## src/rtl/rf_write_arbiter_pkg.sv

```systemverilog
// rf_write_arbiter_pkg
//   Shared encodings for the register-file write arbiter.
//   arb_state_t : arbiter FSM states (2-bit)
//   wait_cnt_w  : width helper for the bounded-wait counter
package rf_write_arbiter_pkg;

    typedef enum logic [1:0] {
        ST_IDLE  = 2'd0,
        ST_HELD  = 2'd1,
        ST_FORCE = 2'd2
    } arb_state_t;

    // Width of a counter that must represent 0..max_wait inclusive.
    function automatic int wait_cnt_w(input int max_wait);
        return (max_wait < 1) ? 1 : $clog2(max_wait + 1);
    endfunction

endpackage

```

## src/rtl/rf_hold_buf.sv

```systemverilog
// rf_hold_buf
//   One-entry holding register for a deferred MDU writeback.
//   Ports:
//     clk, rst        : clock, synchronous active-high reset
//     load            : capture load_rd/load_data, set full
//     clr             : drop the entry (load wins if both asserted)
//     load_rd/data    : entry to capture
//     full            : entry valid
//     buf_rd/buf_data : stored entry
module rf_hold_buf
    import rf_write_arbiter_pkg::*;
#(
    parameter int DATA_W     = 32,
    parameter int REG_ADDR_W = 5
) (
    input  logic                  clk,
    input  logic                  rst,
    input  logic                  load,
    input  logic                  clr,
    input  logic [REG_ADDR_W-1:0] load_rd,
    input  logic [DATA_W-1:0]     load_data,
    output logic                  full,
    output logic [REG_ADDR_W-1:0] buf_rd,
    output logic [DATA_W-1:0]     buf_data
);

    always_ff @(posedge clk) begin
        if (rst) begin
            full     <= 1'b0;
            buf_rd   <= '0;
            buf_data <= '0;
        end else if (load) begin
            full     <= 1'b1;
            buf_rd   <= load_rd;
            buf_data <= load_data;
        end else if (clr) begin
            full     <= 1'b0;
        end
    end

endmodule

```

## src/rtl/rf_write_arbiter.sv

```systemverilog
// rf_write_arbiter
//   Arbitrates the single register-file write port between the pipeline
//   writeback stage (priority) and the multiply/divide unit. A blocked MDU
//   result parks in a one-entry buffer and drains on an idle writeback cycle;
//   after MAX_WAIT lost pipeline writes the pipeline is stalled for one cycle
//   to force the drain.
//   Ports:
//     clk, rst                    : clock, synchronous active-high reset
//     wb_enable/wb_rd/wb_data     : qualified pipeline write request
//     mdu_valid/mdu_rd/mdu_data   : MDU result, mdu_ready completes handshake
//     pipe_stall                  : pipeline must re-present WB inputs
//     rf_we/rf_waddr/rf_wdata     : registered register-file write port
//
//   state | meaning
//   ------+---------------------------------------------------------
//   IDLE  | buffer empty, MDU accepted (bypass or capture)
//   HELD  | buffer full, pipeline writes win, wait_cnt counts losses
//   FORCE | pipeline stalled, buffer drains this cycle
module rf_write_arbiter
    import rf_write_arbiter_pkg::*;
#(
    parameter int DATA_W     = 32,
    parameter int REG_ADDR_W = 5,
    parameter int MAX_WAIT   = 4
) (
    input  logic                  clk,
    input  logic                  rst,
    input  logic                  wb_enable,
    input  logic [REG_ADDR_W-1:0] wb_rd,
    input  logic [DATA_W-1:0]     wb_data,
    input  logic                  mdu_valid,
    input  logic [REG_ADDR_W-1:0] mdu_rd,
    input  logic [DATA_W-1:0]     mdu_data,
    output logic                  mdu_ready,
    output logic                  pipe_stall,
    output logic                  rf_we,
    output logic [REG_ADDR_W-1:0] rf_waddr,
    output logic [DATA_W-1:0]     rf_wdata
);

    localparam int CNT_W = wait_cnt_w(MAX_WAIT);
    localparam logic [CNT_W-1:0] CNT_MAX = CNT_W'(MAX_WAIT);

    arb_state_t            state, state_nxt;
    logic [CNT_W-1:0]      wait_cnt, cnt_nxt;

    logic                  buf_load, buf_clr, buf_full;
    logic [REG_ADDR_W-1:0] buf_rd;
    logic [DATA_W-1:0]     buf_data;

    logic                  sel_we;
    logic [REG_ADDR_W-1:0] sel_addr;
    logic [DATA_W-1:0]     sel_data;
    logic                  mdu_live;

    rf_hold_buf #(
        .DATA_W     (DATA_W),
        .REG_ADDR_W (REG_ADDR_W)
    ) u_hold_buf (
        .clk       (clk),
        .rst       (rst),
        .load      (buf_load),
        .clr       (buf_clr),
        .load_rd   (mdu_rd),
        .load_data (mdu_data),
        .full      (buf_full),
        .buf_rd    (buf_rd),
        .buf_data  (buf_data)
    );

    // Writes to x0 are accepted from the MDU but never reach the file.
    assign mdu_live   = mdu_valid && (mdu_rd != '0);
    assign mdu_ready  = (state == ST_IDLE);
    // state is a flop, so this is a registered stall lasting one FORCE cycle.
    assign pipe_stall = (state == ST_FORCE);

    always_ff @(posedge clk) begin
        if (rst) begin
            state    <= ST_IDLE;
            wait_cnt <= '0;
            rf_we    <= 1'b0;
            rf_waddr <= '0;
            rf_wdata <= '0;
        end else begin
            state    <= state_nxt;
            wait_cnt <= cnt_nxt;
            rf_we    <= sel_we;
            rf_waddr <= sel_addr;
            rf_wdata <= sel_data;
        end
    end

    always_comb begin
        state_nxt = state;
        cnt_nxt   = wait_cnt;
        buf_load  = 1'b0;
        buf_clr   = 1'b0;
        sel_we    = 1'b0;
        sel_addr  = rf_waddr;
        sel_data  = rf_wdata;

        case (state)
            ST_IDLE: begin
                if (wb_enable) begin
                    sel_we   = 1'b1;
                    sel_addr = wb_rd;
                    sel_data = wb_data;
                    if (mdu_live) begin
                        buf_load  = 1'b1;
                        cnt_nxt   = '0;
                        state_nxt = ST_HELD;
                    end
                end else if (mdu_live) begin
                    sel_we   = 1'b1;
                    sel_addr = mdu_rd;
                    sel_data = mdu_data;
                end
            end

            ST_HELD: begin
                if (!wb_enable) begin
                    sel_we    = buf_full;
                    sel_addr  = buf_rd;
                    sel_data  = buf_data;
                    buf_clr   = 1'b1;
                    cnt_nxt   = '0;
                    state_nxt = ST_IDLE;
                end else if (wb_rd == buf_rd) begin
                    // Pipeline result is younger; the parked one is dead.
                    sel_we    = 1'b1;
                    sel_addr  = wb_rd;
                    sel_data  = wb_data;
                    buf_clr   = 1'b1;
                    cnt_nxt   = '0;
                    state_nxt = ST_IDLE;
                end else begin
                    sel_we   = 1'b1;
                    sel_addr = wb_rd;
                    sel_data = wb_data;
                    cnt_nxt  = wait_cnt + CNT_W'(1);
                    if (cnt_nxt == CNT_MAX) begin
                        state_nxt = ST_FORCE;
                    end
                end
            end

            ST_FORCE: begin
                sel_we    = buf_full;
                sel_addr  = buf_rd;
                sel_data  = buf_data;
                buf_clr   = 1'b1;
                cnt_nxt   = '0;
                state_nxt = ST_IDLE;
            end

            default: begin
                buf_clr   = 1'b1;
                cnt_nxt   = '0;
                state_nxt = ST_IDLE;
            end
        endcase
    end

endmodule

```

## config.mk

```make
export PLATFORM = sky130hd
export DESIGN_NAME = rf_write_arbiter
export DESIGN_NICKNAME = d
export VERILOG_FILES = /design/src/rtl/rf_write_arbiter_pkg.sv /design/src/rtl/rf_hold_buf.sv /design/src/rtl/rf_write_arbiter.sv
export SDC_FILE = /design/constraint.sdc
export NUM_CORES = 1
export LEC_CHECK = 0
export CAP_MARGIN = 20
export CORE_ASPECT_RATIO = 1.75
export CORE_MARGIN = 4
export CORE_UTILIZATION = 49
export DETAILED_ROUTE_END_ITERATION = 6
export PLACE_DENSITY = 0.81
export SLEW_MARGIN = 20
export SYNTH_ARGS = -nofsm -noshare
export SYNTH_HDL_FRONTEND = slang
export SYNTH_HIERARCHICAL = 1
export SYNTH_SLANG_ARGS = --single-unit
export TNS_END_PERCENT = 5
```

## constraint.sdc

```tcl
create_clock -name clk -period 2.07 [get_ports clk]
set_clock_uncertainty 0.15 [all_clocks]
set_input_delay 0.3105 -clock clk [delete_from_list [all_inputs] [get_ports clk]]
set_output_delay 0.3105 -clock clk [all_outputs]
set_load 0.05 [all_outputs]
```

## Word-level counts from Yosys, hierarchy flattened

Cells that the tools add are included.

- Input bits: 78
- Output and inout bits: 40
- Bits in latches: 0
- Bits in read-only memories: 0
- RAM bits: 0
- Register bits after elaboration: 81
- Logic and storage cells: 55
- Memories kept: 0

- Reduce and logical (&&, ||, !) cells: 8
- $add $sub $neg: 1
- $mul: 0
- Divide/modulo/power cells: 0
- Order comparisons: 0
- Bitwise operators: 0
- Equality and inequality tests: 8
- Shift-type cells: 0
- Muxes and demuxes: 30

Operators with widths:

| kind | number |
|---|---|
| 32-bit 2-to-1 mux | 3 |
| 32-bit case mux with 3 select lines | 1 |
| 5-bit 2-to-1 mux | 3 |
| 5-bit case mux with 3 select lines | 1 |
| 3-bit 2-to-1 mux | 4 |
| 2-bit 2-to-1 mux | 5 |
| 1-bit 2-to-1 mux | 9 |
| 3-bit case mux with 2 select lines | 1 |
| 5-bit equality test | 1 |
| 5-bit nonzero test | 1 |
| 4-bit inequality test (second input constant) | 1 |
| 2-bit case mux with 2 select lines | 1 |
| 2-bit AND reduction | 2 |
| 3-bit by 1-bit adder with 3-bit output (second input constant) | 1 |
| 3-bit equality test (second input constant) | 1 |
| 3-bit by 2-bit inequality test with 1-bit output (second input constant) | 1 |
| 1-bit case mux with 3 select lines | 1 |
| 3-bit AND reduction | 1 |
| 3-bit nonzero test | 1 |
| 2-bit by 1-bit equality test with 1-bit output (second input constant) | 1 |
| 2-bit equality test (second input constant) | 1 |
| 2-bit logical NOT | 1 |
| 2-bit by 1-bit inequality test with 1-bit output (second input constant) | 1 |
| 2-bit inequality test (second input constant) | 1 |
| 3 further kinds | 3 |

## Longest topological paths before layout

- Depth after elaboration: 6
- Gate-level depth with buffers: 10
- Depth with buffers taken out: 7

## By module

Netlist, hierarchy kept.

By module, submodules not included:

| module | sequential area each (um2) | times used | area an instance (um2) | cells an instance |
|---|---|---|---|---|
| rf_write_arbiter | 860.8 | 1 | 2932.8 | 363 |
| rf_hold_buf | 760.7 | 1 | 1361.3 | 123 |

## Worst setup path before layout

Ideal clock, no wire load.

- Path type: register to register
- Start point: reg state[0]
- End point: reg rf_waddr[0]
- Period minus slack after synthesis: 2254 ps
- Slack: -184 ps
- Arrival time: 1987 ps
- Buffers on the path: 2
- Required time: 1803 ps
- Cell stages (with the launch flop): 9
- Cells stage by stage: dfxtp_1 inv_1 ha_1 nor2b_4 a311oi_2 and2b_1 buf_6 buf_6 a22o_1

- Word-level cells in the longest chain between the ends: 3
- Elaborated cells between the ends (all ways): 7
- Classes of those cells: eq/ne: 3; mux: 1; reduce/logical: 3

RTL lines:

| item | RTL line | RTL |
|---|---|---|
| from (decl) | rf_write_arbiter.sv:44 | `arb_state_t state, state_nxt;` |
| from (signal assigned) | rf_write_arbiter.sv:85 | `state <= state_nxt;` |
| 2-bit logical NOT * | -- |  |
| named net mdu_ready | rf_write_arbiter.sv:34 | `output logic mdu_ready,` |
| 3-bit by 2-bit inequality test with 1-bit output (no source line) / 3-bit nonzero test (equally long branches) | -- |  |
| 2-bit AND reduction (no source line) | -- |  |
| to (signal assigned) | rf_write_arbiter.sv:88 | `rf_waddr <= sel_addr;` |
| to (decl) | rf_write_arbiter.sv:37 | `output logic [REG_ADDR_W-1:0] rf_waddr,` |

The timed path passes the listed nets; every way through them passes the cells marked *.
A chain may end at the register's enable or synchronous reset.

## Worst setup path after layout

- Start point: reg state[0]
- End point: reg rf_wdata[18]

- Word-level cells in the longest chain between the ends: 3
- Elaborated cells between the ends (all ways): 7
- Classes of those cells: eq/ne: 3; mux: 1; reduce/logical: 3

RTL lines:

| item | RTL line | RTL |
|---|---|---|
| 2-bit equality test (tied with other cells) | rf_write_arbiter.sv:102 | `case (state)` |
| 3-bit nonzero test (no source line) / 3-bit by 2-bit inequality test with 1-bit output (equally long branches) | -- |  |
| 2-bit AND reduction (no source line) | -- |  |
| to (signal assigned) | rf_write_arbiter.sv:89 | `rf_wdata <= sel_data;` |
| to (decl) | rf_write_arbiter.sv:38 | `output logic [DATA_W-1:0] rf_wdata` |

Several ways; a longest one is shown, not always the timed one.

==> metrics.md <==
| Metric | Value |
|---|---|
| I/O pin cnt | `118` |
| Async S/R FF share, synth | `0%` |
| GRT Overall Usage | `23.9%` |
| Initial Util | `49.8%` |
| Worst setup SP type | `flip-flop` |
| Clock power frac | `36.4%` |
| Worst-skew pair later-pin latency | `0.34 ns` |
| Crit path cell chain | `inv_1 > ha_4 > nor2b_4 > a311oi_2 > buf_4 > and2b_2 > clkbuf_16 > a22o_1` |
| FMAX | `0.498 GHz` |
| Row cnt | `45` |
| Yosys warning count | `6` |
| Synth top area share | `37.8%` |
| WP data required | `2.15 ns` |
| Seq/Total Area, Yosys | `37.8%` |
| Syn Inst Count | `486` |
| Die Footprint | `10,400 µm²` |
| R2R setup slack | `0.06 ns` |
| Syn Nets | `571` |
| PwrDens | `767 nW/µm²` |
| ANT cells | `0` |
| First-pass GRT wire length | `20,000 µm` |
| Seq pwr share | `37.9%` |
| Arrival @ worst endpoint | `2.08 ns` |
| Max cap viols | `0` |
| DP HPWL | `8460 µm` |
| Die W | `78.8 µm` |
| Post-Layout Cell Count | `720` |
| Final estimated routing congestion in global placement | `0.837` |
| Hold Vio Cnt, Final | `0` |
| Leading post-synthesis cells by cell area | `dfxtp_1 38%, mux2i_1 8.6%, a22o_1 7.5%, a211oi_1 6.6%, nor2b_1 5.5%` |
| Critical path endpoint category | `flip-flop` |
| Routed wire length | `12,100 µm` |
| Clock slew at reported path FFs | `0.06 ns` |
| RSZ-0062 raised after global routing | `yes` |
| CTS Hold Buffers Added | `0` |
| Largest net degree at the start of global routing | `49` |
| Max FO, Critical Path | `18` |
| Internal power | `3290 µW` |
| Die height | `132 µm` |
| Number of global-route vias before repair | `4,289` |
| Fin. max-slew vios | `0` |
| Setup repair bufs after CTS | `0` |
| Max incr delay on CP | `0.33 ns` |
| Most frequent cells in the layout | `112 x clkdlybuf4s50_1, 80 x dfxtp_1, 42 x nand2_1` |
| Library cells used by synthesis | `44` |
| Largest area contributor in the netlist | `dfxtp_1` |
| Switching Power | `1320 µW` |
| Port bufs | `117` |
| Seq cells post-synth | `81` |
| Core box area | `8610 µm²` |
| Initial DRC count | `194` |
| Min-delay worst type | `primary input to flip-flop` |
| Worst relative slew slack | `66.2%` |
| Fill count | `664` |
| TritonCTS buffer count | `9` |
| Vias | `4,143` |
| Commonest non-fill, non-tap cell in the layout | `clkdlybuf4s50_1` |
| Detailed Routing Iterations Pass 1 | `4` |
| Share of cells above drive strength 1 | `10.4%` |
| Switching Fraction | `28.6%` |
| Vias/cell | `5.75` |
| Logic pwr share | `25.7%` |
| Setup TNS | `0 ns` |
| Main synth FF type | `dfxtp_1` |
| Sink Count | `81` |
| Worst Setup Path Type | `flip-flop to flip-flop` |
| Delay-heaviest family, CP | `buffers and inverters` |
| H-tree depth | `3` |
| Synthesized area per cell | `8.84 µm²` |
| Worst slew pin tran | `0.506 ns` |
| Post-synth EDFFs | `0` |
| Mapped Area | `4290 µm²` |
| GR Overflow Total | `0` |
| Layout area overhead | `39.8%` |
| DRC | `0` |
| Outcome | `completed` |
| Nets | `684` |
| Inst Count DP | `704` |
| VDD IR max | `0.678 mV` |
| Per-cell routed wire length | `16.8 µm` |
| Final period util | `96.9%` |
| Crit path time final | `2.01 ns` |
| Initial antenna violation count | `0` |
| Root buffer cell | `clkbuf_16` |
| Slowest CP cell | `dfxtp_2` |
| Pleak | `0.00218 µW` |
| TritonCTS clock tree | `built` |
| Post-DRT Antenna Nets | `0` |
| WP buf/inv | `3` |
| Clk buf depth | `2` |
| Final setup violating endpoints | `0` |
[area by class of cell]
type / instances / area [µm²] / share of cell area (%)
Multi-Input combinational cell: 352 / 2390 / 39.9
Sequential cell: 81 / 1620 / 27.0
Timing Repair Buffer: 148 / 1500 / 25.0
Clock buffer: 12 / 246 / 4.11
Tap cell: 117 / 146 / 2.44
Clock inverter: 3 / 65.1 / 1.08
Inverter: 7 / 26.3 / 0.438
[metal layers]
layer	vias to the layer above	part of all wire (%)	routed length (µm)	global-route usage, %
li1	1995	-	-	-
met1	1982	36	4410	25.5
met2	140	54	6550	43.9
met3	26	7.1	855	5.95
met4	0	2.5	303	9.73
met5	-	0	0	0
[logic make-up after synthesis]
kind of cell,synth area share (%)
AO/OA/AOI/OAI,27.4
XOR/XNOR,1.22
adder cells (fa/ha/maj),2.04
buffers and inverters,7.34
flip-flops,37.8
multiplexers,8.62
AND/OR/NAND/NOR,15.6
[cell usage after synthesis, types with 7 or more instances]
cell type,count
nor2b_1,38
clkbuf_1,20
ha_1,7
dfxtp_1,81
a22o_1,37
nand2_1,42
a31oi_1,37
a211oi_1,38
buf_2,10
mux2i_1,37
o21ai_0,36
buf_4,9
nor2_1,40
[repair_timing]
| action | 4_1_cts | 5_1_grt |
|---|---|---|
| setup endpoints to repair | 2 | 38 |
| cloned | 0 | 1 |
| resized for setup | 1 | 6 |
[power groups by stage]
stage                     clock [µW]  sequential, µW  combinational [µW]
after floorplan                    0            2030                 463
after global placement             0            1770                1140
after detailed placement           0            1780                1160
after CTS                       1700            1740                1170
after global routing            1770            1760                1260
final                           1680            1750                1180
[sequential cells by signal, indices dropped and copies added, names as in the netlist]
signal,count
u_hold_buf/buf_rd,5
rf_we,1
wait_cnt,3
state,2
u_hold_buf/buf_data,32
rf_wdata,32
rf_waddr,5
u_hold_buf/full,1
[final timing paths]
path                                             end  cells past startpoint          from
worst max-delay path                    rf_wdata[18]                      8      state[0]
worst min-delay path            u_hold_buf/buf_rd[2]                      2           rst
worst max register to register          rf_wdata[18]                      8      state[0]
worst min register to register          rf_wdata[25]                      1  rf_wdata[25]
[per-stage QoR]
step | cell area, µm² | utilization, % | power, µW | setup slack (ns) | hold WS (ns)
6_report | 6000 | 69.7 | 4600 | 0.0639 | 0.179
5_1_grt | 6000 | 69.7 | 4790 | -0.0163 | 0.182
4_1_cts | 5960 | 69.2 | 4610 | 0.0125 | 0.173
3_5_place_dp | 5640 | 65.5 | 2940 | -0.213 | 0.317
3_3_place_gp | 5640 | 65.5 | 2910 | -0.133 | 0.311
2_1_floorplan | 4300 | - | 2490 | 0.00711 | 0.303
Power figures use the tool's default switching activity.
